### src/rtl/std_div_sched.sv
// std_div_sched: round-robin request scheduler in front of one shared restoring divider.
// Optional macro STD_DIV_SCHED_DIVZERO_EN: zero divisor answers at once with resp_err set.
module std_div_sched #(
    parameter int width   = 32,
    parameter int num_req = 4
) (
    input  logic                     clk,
    input  logic                     reset,
    input  logic [num_req-1:0]       req_valid,
    output logic [num_req-1:0]       req_ready,
    input  logic [num_req-1:0]       req_op,
    input  logic [num_req*width-1:0] req_left,
    input  logic [num_req*width-1:0] req_right,
    output logic [num_req-1:0]       resp_valid,
    input  logic [num_req-1:0]       resp_ready,
    output logic [width-1:0]         resp_data,
    output logic                     resp_err,
    output logic                     busy
);
    localparam int IW = $clog2(num_req);
    localparam int CW = $clog2(width);
    localparam int RW = 2 * width - 1;

    typedef enum logic [1:0] {
        IDLE,
        CALC,
        RESP
    } state_t;

    state_t           state_q, state_d;
    logic [IW-1:0]    ptr_q, ptr_d;
    logic [IW-1:0]    grant_q, grant_d;
    logic             op_q, op_d;
    logic [RW-1:0]    rem_q, rem_d;
    logic [RW-1:0]    div_q, div_d;
    logic [width-2:0] quo_q, quo_d;
    logic [CW-1:0]    cnt_q, cnt_d;
    logic [width-1:0] data_q, data_d;
`ifdef STD_DIV_SCHED_DIVZERO_EN
    logic             err_q, err_d;
`endif

    logic             pick_found;
    logic [IW-1:0]    pick_idx;
    int unsigned      idx;
    logic [width-1:0] acc_left;
    logic [width-1:0] acc_right;
    logic             rem_ge;
    logic [RW-1:0]    rem_sub;
    logic [width-1:0] quo_next;

    // Round-robin search starting at the priority pointer.
    always_comb begin
        pick_found = 1'b0;
        pick_idx   = '0;
        idx        = 0;
        for (int unsigned off = 0; off < num_req; off++) begin
            idx = (ptr_q + off) % num_req;
            if (!pick_found && req_valid[idx[IW-1:0]]) begin
                pick_found = 1'b1;
                pick_idx   = idx[IW-1:0];
            end
        end
    end

    assign acc_left  = req_left[pick_idx*width +: width];
    assign acc_right = req_right[pick_idx*width +: width];

    assign rem_ge   = rem_q >= div_q;
    assign rem_sub  = rem_q - div_q;
    assign quo_next = {quo_q, rem_ge};

    always_comb begin
        state_d    = state_q;
        ptr_d      = ptr_q;
        grant_d    = grant_q;
        op_d       = op_q;
        rem_d      = rem_q;
        div_d      = div_q;
        quo_d      = quo_q;
        cnt_d      = cnt_q;
        data_d     = data_q;
`ifdef STD_DIV_SCHED_DIVZERO_EN
        err_d      = err_q;
`endif
        req_ready  = '0;
        resp_valid = '0;
        unique case (state_q)
            IDLE: begin
                if (pick_found) begin
                    req_ready[pick_idx] = 1'b1;
                    grant_d = pick_idx;
                    ptr_d   = (pick_idx == IW'(num_req - 1)) ? '0 : pick_idx + 1'b1;
                    op_d    = req_op[pick_idx];
                    rem_d   = {{(width-1){1'b0}}, acc_left};
                    div_d   = {acc_right, {(width-1){1'b0}}};
                    quo_d   = '0;
                    cnt_d   = '0;
                    data_d  = '0;
`ifdef STD_DIV_SCHED_DIVZERO_EN
                    err_d   = 1'b0;
`endif
                    if (acc_left == '0) begin
                        state_d = RESP;
`ifdef STD_DIV_SCHED_DIVZERO_EN
                    end else if (acc_right == '0) begin
                        state_d = RESP;
                        err_d   = 1'b1;
`endif
                    end else begin
                        state_d = CALC;
                    end
                end
            end
            CALC: begin
                if (rem_ge) begin
                    rem_d = rem_sub;
                end
                quo_d = quo_next[width-2:0];
                div_d = div_q >> 1;
                cnt_d = cnt_q + 1'b1;
                // Final iteration: result is taken from this cycle's step, not the registers.
                if (cnt_q == CW'(width - 1)) begin
                    state_d = RESP;
                    if (op_q) begin
                        data_d = rem_ge ? rem_sub[width-1:0] : rem_q[width-1:0];
                    end else begin
                        data_d = quo_next;
                    end
                end
            end
            RESP: begin
                resp_valid[grant_q] = 1'b1;
                if (resp_ready[grant_q]) begin
                    state_d = IDLE;
                end
            end
            default: state_d = IDLE;
        endcase
    end

    always_ff @(posedge clk) begin
        if (reset) begin
            state_q <= IDLE;
            ptr_q   <= '0;
            grant_q <= '0;
            op_q    <= 1'b0;
            rem_q   <= '0;
            div_q   <= '0;
            quo_q   <= '0;
            cnt_q   <= '0;
            data_q  <= '0;
`ifdef STD_DIV_SCHED_DIVZERO_EN
            err_q   <= 1'b0;
`endif
        end else begin
            state_q <= state_d;
            ptr_q   <= ptr_d;
            grant_q <= grant_d;
            op_q    <= op_d;
            rem_q   <= rem_d;
            div_q   <= div_d;
            quo_q   <= quo_d;
            cnt_q   <= cnt_d;
            data_q  <= data_d;
`ifdef STD_DIV_SCHED_DIVZERO_EN
            err_q   <= err_d;
`endif
        end
    end

    assign resp_data = data_q;
    assign busy      = (state_q != IDLE);
`ifdef STD_DIV_SCHED_DIVZERO_EN
    assign resp_err  = err_q;
`else
    assign resp_err  = 1'b0;
`endif

endmodule

### config.mk
export PLATFORM = sky130hd
export DESIGN_NAME = std_div_sched
export DESIGN_NICKNAME = d
export VERILOG_FILES = /design/src/rtl/std_div_sched.sv
export SDC_FILE = /design/constraint.sdc
export NUM_CORES = 1
export LEC_CHECK = 0
export ABC_AREA = 1
export ABC_CLOCK_PERIOD_IN_PS = 3000
export BUFFER_PORTS_ARGS = -buffer_cell sky130_fd_sc_hd__buf_2
export CAP_MARGIN = 30
export CORE_UTILIZATION = 35
export DETAILED_ROUTE_END_ITERATION = 10
export HOLD_SLACK_MARGIN = 0.03
export PLACE_DENSITY = 0.66
export SYNTH_ARGS = -nofsm -noshare
export SYNTH_HDL_FRONTEND = slang
export SYNTH_SLANG_ARGS = --single-unit
export TNS_END_PERCENT = 20
### constraint.sdc
create_clock -name clk -period 3 [get_ports clk]
set_clock_uncertainty 0.05 [all_clocks]
set_input_delay 0.45 -clock clk [delete_from_list [all_inputs] [get_ports clk]]
set_output_delay 0.45 -clock clk [all_outputs]
set_load 0.03 [all_outputs]
==> flow_summary_export.csv <==
group,metric,value,unit
power_and_ir_drop,cellLeakagePower,8.64,nW
sta,tightest_slew,795,ps
drt,wl_per_cell,17.4,um
synth,ys.flop_type,"dfxtp_1",
synth,synth_nets,2887,
drt,totalWireLength,60300,um
hold_path,hold_path.class,"in -> reg",
clock_tree,ctsHoldBuffers,0,
floorplanning,die_y,210,um
setup_path,critPathRequiredTime,2500,ps
synth,yosysTopAreaCellShare,0.265,
synth,ys_seq_area_frac,0.265,
synth,synth.distinct_cells,48,
sta,final-max-slew-violation-count,0,
setup_path,start_kind,"register",
sta,fin_crit,2880,ps
drt,firstDrtPassIters,6,
global_route,grt_max_degree,165,
setup_path,worstPathMaxFanout,7,
status,status,"finished clean",
floorplanning,io_pins,312,
finish,nFillCells,4516,
clock_tree,clock_path_buffers,3,
synth,synth_warnings,0,
power_and_ir_drop,seq_power_share,0.127,
setup_path,worstSetupEndpointType,"output pin",
power_and_ir_drop,power_frac_comb,0.750,
clock_tree,cts_buffers,24,
drt,first_iter_violations,1398,
sta,fmax,347,MHz
flow_run,cap_violations,0,
power_and_ir_drop,powerDensity,1410,nW/um^2
setup_path,critical_path_arrival,2380,ps
placement,place.gp.congestion,0.965,
floorplanning,die_width,210,um
clock_tree,clkSinkCount,201,
sta,max_slew_margin,0.470,
global_route,antenna_found_initial,2,
global_route,grt_overflow,0,
power_and_ir_drop,p_int,0.0125,W
power_and_ir_drop,ir_drop,0.765,mV
sta,final.period_utilization,0.960,
power_and_ir_drop,pwr-share-clk,0.124,
clock_tree,cts_tree,"built",
clock_tree,worstSkewPairLatency,550,ps
synth,netlist_instances,2547,
placement,dp_hpwl,44200,um
sta,hold_viol_final,0,
floorplanning,die-area,44200,um^2
drt,via_count,18400,
floorplanning,initial_utilization,0.358,
clock_tree,cts_htree_levels,1,
power_and_ir_drop,p_sw,0.0150,W
global_route,grt_pass1_vias,17300,
finish,drive_above_1_share,0.202,
floorplanning,core_area,42300,um^2
global_route,grt_util_all_layers,0.257,
finish,nets,3209,
setup_path,critical_path_class,"reg -> out",
clock_tree,clockRootBuffer,"clkbuf_16",
global_route,grt_first_pass_wirelength,91200,um
sta,fin_tns_setup,0,ps
floorplanning,rows,75,
finish,utilization,0.462,
drt,viasPerCell,5.30,
sta,rsz0062_at_grt,"yes",
sta,hold_slack,230,ps
finish,insertedDiodeCount,0,
drt,postRouteAntennaNets,0,
finish,area_delta_synth_final,28.9,%
sta,setup_viol,0,
clock_tree,clkSlewWorstSetupHoldPaths,60,ps
synth,ys_ff_latch,201,
synth,synthesis.area,15200,um^2
synth,synthTopCellsByArea,"dfxtp_1 27%, nand2_1 17%, o21ai_0 9.6%",
drt,drcViolationCount,0,
synth,synth-edff-count,0,
placement,port-buffer-count,310,
power_and_ir_drop,switching_share,0.545,
synth,yosysTopAreaCell,"dfxtp_1",
synth,async_flop_share,0,
synth,synth.avg_cell_area,5.95,um^2
critical path, stage by stage (launching register included):
cell and delay [ps]:
dfxtp_4 370, buf_6 130, nand2_1 100, nand3_2 100, nand2_2 90, nor3_1 220
nand2_1 130, nand2_4 120, inv_4 40, buf_12 120, ha_1 170, inv_1 50
nor2_1 40, buf_4 160
synthesized netlist by cell type, drive strengths merged (2+ instances only):
cell and instances:
nand2 688, o21ai 304, a21oi 289, nor2 284, inv 218, dfxtp 201
nand3 188, clkbuf 72, ha 69, buf 67, o22ai 31, a31oi 28
nor3 16, xnor2 15, a21o 14, xor2 11, o211ai 7, nand4 6
or2 6, o21a 5, nor4 4, o21bai 4, nand3b 3, a21boi 2
and2 2, and3 2, o2111ai 2
flip-flops by register name, indices dropped and copies added, names as in the netlist:
name and flops:
div_q 63, rem_q 63, resp_data 32, quo_q 31, cnt_q 5, grant_q 2, ptr_q 2, state_q 2
op_q 1
what timing repair did:
| item | in CTS | in global routing |
|---|---|---|
| gates resized for setup | 22 | 114 |
| setup buffers | 1 | 10 |
| setup endpoints to repair | 11 | 100 |
| gates cloned | 3 | 8 |
| pin swaps | 0 | 15 |
path summary, 6_finish.rpt:
kind / from / end / slack (ps) / cells after the start
worst max-delay path: ptr_q[0] / req_ready[2] / 120 / 13
worst min-delay path: resp_ready[0] / state_q[1] / 230 / 4
worst max register to register: div_q[3] / resp_data[1] / 130 / 18
worst min register to register: div_q[55] / div_q[55] / 410 / 2
placed cells by master, fill, tap and decap left out, types with 8 or more instances in the layout:
master and n:
clkbuf_16 31, nor2_2 15, nand3_2 8, buf_12 17, nand3_1 178, ha_1 55, xor2_1 11, nand2_1 671
o21ai_0 270, dfxtp_1 199, nor2_1 266, a21oi_2 13, a21o_1 14, inv_1 210, buf_2 305, buf_4 99
nor3_1 13, nand2_2 10, a21oi_1 275, xnor2_1 15, ha_4 11, o21ai_1 26, o22ai_1 31, a31oi_1 26
power groups by stage:
stage / Sequential, W / Clock, W / Combinational (W)
6_report: 0.00349 / 0.00339 / 0.0206
5_1_grt: 0.00354 / 0.00356 / 0.0225
4_1_cts: 0.00345 / 0.00345 / 0.0190
3_5_place_dp: 0.00350 / 0 / 0.0184
3_3_place_gp: 0.00349 / 0 / 0.0182
2_1_floorplan: 0.00341 / 0 / 0.0122
area by class of cell:
cell class	count	area [um^2]	area share
multi-input combinational	1988	10100	0.517
inverter	219	835	0.0427
timing repair buffer	435	2940	0.151
sequential	201	4030	0.206
clock inverter	15	269	0.0138
tap	577	722	0.0369
clock buffer	29	639	0.0327
through the flow:
| stage | instances | worst slack (ps) | instance area [um^2] | power, W |
|---|---|---|---|---|
| after floorplan | 2547 | 271 | 15200 | 0.0156 |
| after global placement | 3398 | -203 | 17700 | 0.0217 |
| after detailed placement | 3398 | -232 | 17700 | 0.0219 |
| after CTS | 3446 | 2.98 | 18800 | 0.0259 |
| after global routing | 3464 | -49.0 | 19500 | 0.0296 |
| final | 3464 | 121 | 19500 | 0.0275 |
logic make-up after synthesis:
logic type / count (synthesis) / share of synthesized area
simple gates: 1199 / 0.321
compound gates: 691 / 0.241
buf+inv: 358 / 0.0980
flops: 201 / 0.265
fa+ha+maj: 70 / 0.0583
xor+xnor: 26 / 0.0150
other cells: 1 / 0.000247
mux: 1 / 0.000660
routing by layer:
layer | share of wire | vias up | GRT usage
met5 | 0 | - | 0
met4 | 0.045 | 0 | 0.0989
met3 | 0.044 | 115 | 0.0216
met2 | 0.49 | 561 | 0.462
met1 | 0.43 | 8612 | 0.317
li1 | - | 9071 | -
Power figures use the tool's default switching activity.
